--- src/rtl/point_clip_pipe.sv ---
// Two-stage validity filter for projected maze points: classify in stage 1, narrow/mark in stage 2.
// Valid/ready backpressure stalls both stages together; counters track accepted and rejected points.
module point_clip_pipe #(
    parameter int IN_W         = 12,
    parameter int OUT_W        = 10,
    parameter int P_W          = 10,
    parameter int CELL_SH      = 6,
    parameter int NCELL        = 5,
    parameter int Y_MAX        = 64,
    parameter bit DROP_INVALID = 1'b0,
    parameter int CNT_W        = 16
) (
    input  logic                    clk,
    input  logic                    rst,
    input  logic [NCELL-1:0]        wall,
    input  logic                    in_valid,
    output logic                    in_ready,
    input  logic signed [IN_W-1:0]  in_x,
    input  logic signed [IN_W-1:0]  in_y,
    input  logic signed [IN_W-1:0]  in_z,
    input  logic [P_W-1:0]          in_p,
    output logic                    out_valid,
    input  logic                    out_ready,
    output logic                    out_en,
    output logic signed [OUT_W-1:0] out_x,
    output logic signed [OUT_W-1:0] out_y,
    output logic signed [OUT_W-1:0] out_z,
    output logic [P_W-1:0]          out_p,
    input  logic                    cnt_clr,
    output logic [CNT_W-1:0]        acc_cnt,
    output logic [CNT_W-1:0]        rej_cnt
);

    localparam int CIDX_W = IN_W - 1 - CELL_SH;
    localparam logic signed [IN_W-1:0] Y_LIM = IN_W'(Y_MAX);

    logic              adv;
    logic [CIDX_W-1:0] cidx;
    logic              wall_hit;
    logic              in_pass;
    logic              cnt_inc;

    logic              s1_valid;
    logic              s1_pass;
    logic [OUT_W-1:0]  s1_x;
    logic [OUT_W-1:0]  s1_y;
    logic [OUT_W-1:0]  s1_z;
    logic [P_W-1:0]    s1_p;

    function automatic logic [OUT_W-1:0] narrow(input logic [IN_W-1:0] c);
        return {c[IN_W-1], c[OUT_W-2:0]};
    endfunction

    // The middle bits of z are dropped by narrowing and never inspected.
    generate
        if (IN_W > OUT_W) begin : g_z_mid
            logic unused_z_mid;
            assign unused_z_mid = ^in_z[IN_W-2:OUT_W-1];
        end
    endgenerate

    assign adv      = !out_valid || out_ready;
    assign in_ready = adv;
    assign cidx     = in_x[IN_W-2:CELL_SH];
    assign cnt_inc  = s1_valid && adv;

    // Compare against each legal index so an out-of-range cidx never indexes wall.
    always_comb begin
        wall_hit = 1'b0;
        for (int i = 0; i < NCELL; i++) begin
            if (int'(cidx) == i) wall_hit = wall[i];
        end
    end

    assign in_pass = !in_y[IN_W-1] && (in_y <= Y_LIM) && !in_x[IN_W-1]
                     && (int'(cidx) < NCELL) && wall_hit;

    always_ff @(posedge clk or posedge rst) begin
        if (rst) begin
            s1_valid <= 1'b0;
            s1_pass  <= 1'b0;
            s1_x     <= '0;
            s1_y     <= '0;
            s1_z     <= '0;
            s1_p     <= '0;
        end else if (adv) begin
            s1_valid <= in_valid;
            s1_pass  <= in_valid && in_pass;
            if (in_valid) begin
                s1_x <= narrow(in_x);
                s1_y <= narrow(in_y);
                s1_z <= narrow(in_z);
                s1_p <= in_p;
            end
        end
    end

    always_ff @(posedge clk or posedge rst) begin
        if (rst) begin
            out_valid <= 1'b0;
            out_en    <= 1'b0;
            out_x     <= '1;
            out_y     <= '1;
            out_z     <= '1;
            out_p     <= '1;
        end else if (adv) begin
            out_valid <= s1_valid && (s1_pass || !DROP_INVALID);
            if (s1_valid && s1_pass) begin
                out_en <= 1'b1;
                out_x  <= s1_x;
                out_y  <= s1_y;
                out_z  <= s1_z;
                out_p  <= s1_p;
            end else begin
                out_en <= 1'b0;
                out_x  <= '1;
                out_y  <= '1;
                out_z  <= '1;
                out_p  <= '1;
            end
        end
    end

    // Clear wins over a same-cycle increment; both counters stick at all-ones.
    always_ff @(posedge clk or posedge rst) begin
        if (rst) begin
            acc_cnt <= '0;
            rej_cnt <= '0;
        end else if (cnt_clr) begin
            acc_cnt <= '0;
            rej_cnt <= '0;
        end else if (cnt_inc) begin
            if (s1_pass && (acc_cnt != '1)) acc_cnt <= acc_cnt + CNT_W'(1);
            if (!s1_pass && (rej_cnt != '1)) rej_cnt <= rej_cnt + CNT_W'(1);
        end
    end

endmodule
--- config.mk ---
export PLATFORM = sky130hd
export DESIGN_NAME = point_clip_pipe
export DESIGN_NICKNAME = d
export VERILOG_FILES = /design/src/rtl/point_clip_pipe.sv
export SDC_FILE = /design/constraint.sdc
export NUM_CORES = 1
export LEC_CHECK = 0
export CAP_MARGIN = 10
export CORE_MARGIN = 2
export CORE_UTILIZATION = 45
export CTS_BUF_LIST = sky130_fd_sc_hd__clkbuf_4 sky130_fd_sc_hd__clkbuf_8
export CTS_CLUSTER_SIZE = 20
export DETAILED_ROUTE_END_ITERATION = 10
export PLACE_DENSITY = 0.75
export SYNTH_ARGS = -nofsm -noshare
export SYNTH_HDL_FRONTEND = slang
export SYNTH_SLANG_ARGS = --single-unit
--- constraint.sdc ---
create_clock -name clk -period 9.9 [get_ports clk]
set_input_delay 2.475 -clock clk [delete_from_list [all_inputs] [get_ports clk]]
set_output_delay 2.475 -clock clk [all_outputs]
set_load 0.05 [all_outputs]
==> flow_metrics.py <==
metrics = {
    "sta": {
        "setup_viol": 0,
        "report.final.slew_viol_count": 0,
        "timing.final.crit_period_ps": 6506,
        "finalWorstSetupSlack_ps": 3394,
        "timing.clock.skew_ps": 10.14,
        "hold_viol_final": 0,
        "final.period_utilization_pct": 65.72,
        "fmax_mhz": 153.7,
        "rsz0062_at_grt": "no",
        "fin_worst_hold_slack_ps": 481.5,
        "setup_tns_ps": 0,
        "worst-slew-pin-transition_ps": 1032,
        "worst_slew_margin_rel_pct": 30.97,
    },
    "pwr": {
        "total_power_divided_by_cell_area_nw_per_um2": 163.9,
        "ir_worst_vdd_mv": 0.1202,
        "leakage_nw": 2.623,
    },
    "worst_setup_path": {
        "nature_of_the_critical_path_endpoint": "output port",
        "crit_chain": "clkdlybuf4s50_1, nor2b_1, inv_2, clkdlybuf4s50_1",
        "cpMaxStageDelayCell": "sky130_fd_sc_hd__clkdlybuf4s50_1",
        "timing.reg2reg.worst_path_depth": 6,
        "timing.critical_path.required_ps": 7430,
        "setup.worst_path.class": "primary input to output port",
        "path_max_fanout": 4,
        "start_kind": "primary input",
        "worst_r2r_endpoint": "acc_cnt[3]",
        "worst_r2r_startpoint": "out_valid",
        "cp.arrival_ps": 4030,
        "max_stage_delay_ps": 720,
        "critPathMostFrequentCell": "sky130_fd_sc_hd__clkdlybuf4s50_1",
        "ff2ff_setup_slack_ps": 6770,
    },
    "synth": {
        "synth_common_cells": "sky130_fd_sc_hd__dfrtp_1 (76), sky130_fd_sc_hd__mux2_2 (44), sky130_fd_sc_hd__dfstp_2 (40), sky130_fd_sc_hd__o22a_1 (40), sky130_fd_sc_hd__a21oi_1 (23)",
        "synth_async_sr_flop_share_pct": 100.0,
        "yosys.cell_count.top_type": "sky130_fd_sc_hd__dfrtp_1",
        "synth-edff-count": 0,
        "yosysUniqueCellTypes": 50,
        "syn_inst": 406,
        "yosys-top-cells-area": "sky130_fd_sc_hd__dfrtp_1 (38%), sky130_fd_sc_hd__dfstp_2 (21%), sky130_fd_sc_hd__mux2_2 (9.8%), sky130_fd_sc_hd__o22a_1 (6.9%), sky130_fd_sc_hd__or4_1 (2.4%)",
        "synth_top_area_share_pct": 37.73,
        "yosys_register_bits": 116,
        "syn-num-nets": 464,
        "synthesis.area_um2": 5041,
        "synth_warnings": 0,
        "yosys_most_used_dff": "sky130_fd_sc_hd__dfrtp_1",
        "average_cell_area_after_synthesis_um2": 12.42,
        "yosys.area.top_type": "sky130_fd_sc_hd__dfrtp_1",
        "ys_seq_area_share_pct": 58.58,
    },
    "cts": {
        "clkLatencyLatePin_ps": 420,
        "cts_max_level": 4,
        "clk_pin_slew_ps": 70,
        "clockRootBuffer": "sky130_fd_sc_hd__clkbuf_8",
        "cts-buffers-inserted": 17,
        "cts_tree": "built",
        "cts_post_setup_buffers_inserted": 0,
        "clock_sinks": 116,
        "post_cts.resized_instances": 0,
        "number_of_buffers_on_the_longest_clock_path": 2,
        "cts_hold_buffers": 0,
    },
    "placed_design": {
        "gp_congestion": 0.8333,
        "pre_cts_ws_ps": 3400,
        "post-dp-hpwl_um": 7825,
        "place.port_buffers": 128,
        "place_area_um2": 6432,
    },
    "routing": {
        "detailroute.via_count": 3966,
        "wl_um": 12010,
        "drt_first_pass_iters": 4,
        "route.detailed.drc": 0,
        "wire_per_inst_um": 17.46,
        "route.detailed.vias_per_inst": 5.765,
        "final_antenna_net_count": 0,
        "dr.first_iter.drc_count": 218,
    },
    "grt": {
        "grt_util_all_layers_pct": 21.23,
        "grt_pass1_vias": 3928,
        "largest_net_degree_at_the_start_of_global_routing": 60,
        "overflow_left_after_global_routing": 0,
        "number_of_antenna_violations_at_the_first_check_in_global_routing": 0,
        "grt_first_pass_wirelength_um": 19570,
    },
    "hold_path": {
        "holdCritPathClass": "flip-flop to flip-flop",
        "timing.hold.worst_path_depth": 2,
        "min-delay-start": "out_en",
        "worstHoldEndpoint": "out_en",
    },
    "final_layout": {
        "fill_cells": 872,
        "num_antenna_cells": 0,
        "syn_to_final_growth_pct": 36.91,
        "utilization_of_the_core_after_routing_pct": 63.39,
        "num-nets-final": 593,
        "layout-drive-gt1-share_pct": 24.27,
        "postLayoutCellArea_um2": 6902,
    },
    "floorplan": {
        "core.rowCount": 38,
        "core_ar_um2": 10890,
        "die_y_um": 109.8,
        "num_ports": 131,
        "die-area_um2": 12060,
        "initial_util_pct": 46.30,
        "die_width_um": 109.8,
    },
    "outcome": {
        "run_status": "finished clean",
    },
    "run": {
        "max_cap_violations": 0,
    },
}
## final cells by class
type / instances / area (um^2) / area share [%]
inverters: 5 / 21.27 / 0.3082
multi-input cells: 261 / 1957 / 28.35
repair buffers: 134 / 1326 / 19.22
clock inverters: 14 / 227.7 / 3.299
well taps: 140 / 175.2 / 2.538
flip-flops and latches: 116 / 2953 / 42.78
clock buffers: 18 / 241.5 / 3.499
## cell usage in the layout (no fill, tap or decap), types with 14 or more instances in the layout
cell,n
sky130_fd_sc_hd__dfrtp_1,76
sky130_fd_sc_hd__o22a_1,40
sky130_fd_sc_hd__dfstp_2,40
sky130_fd_sc_hd__nand2_1,15
sky130_fd_sc_hd__a21oi_1,23
sky130_fd_sc_hd__clkbuf_8,17
sky130_fd_sc_hd__clkdlybuf4s50_1,128
sky130_fd_sc_hd__mux2_2,44
sky130_fd_sc_hd__o31ai_1,14
sky130_fd_sc_hd__or4_1,16
## where the power goes
group          internal [W]  switching (W)
Combinational     0.0000537      0.0000511
Clock              0.000306       0.000200
Sequential         0.000505      0.0000159
Total              0.000864       0.000267
## worst max-delay path by stage
stage,endpoint,start,depth (start not counted)
after global placement,in_ready,out_ready,4
after CTS,in_ready,out_ready,4
after global routing,in_ready,out_ready,4
after floorplan,in_ready,out_ready,5
after detailed placement,in_ready,out_ready,4
final,in_ready,out_ready,4
## logic make-up (layout without fill, tap and decap cells)
kind of cell | count (synthesis) | in the layout | synth area share (%)
compound gates | 102 | 102 | 14.89
fa+ha+maj | 2 | 2 | 0.4963
buf+inv | 29 | 171 | 2.829
flops | 116 | 116 | 58.58
mux | 46 | 46 | 10.23
simple gates | 111 | 111 | 12.98
## per-stage QoR
step	total power, W	cells
final	0.001131	688
after global routing	0.001177	688
after CTS	0.001143	688
after detailed placement	0.0006349	656
after global placement	0.0006300	656
after floorplan	0.0005911	406
## state kept, by name (all words and copies together) (netlist names)
register,count
s1_y,10
out_y,10
s1_z,10
rej_cnt,16
out_x,10
s1_valid,1
out_en,1
acc_cnt,16
out_valid,1
s1_x,10
s1_p,10
out_p,10
out_z,10
s1_pass,1
## critical path, delay by kind of cell
kind | cells | cell delay, ps
buffers and inverters | 3 | 1190
AND/OR/NAND/NOR | 1 | 360
## metal layers
metal  part of all wire (%)  vias to the layer above  global-route usage [%]  wire length [um]
met5                      0                        -                       0                 0
met1                     42                     1997                   26.70              5096
li1                       -                     1824                       -                 -
met2                     48                      137                   33.04              5779
met3                    8.7                        8                   9.188              1046
met4                   0.76                        0                   6.781                91
Power figures use the tool's default switching activity.
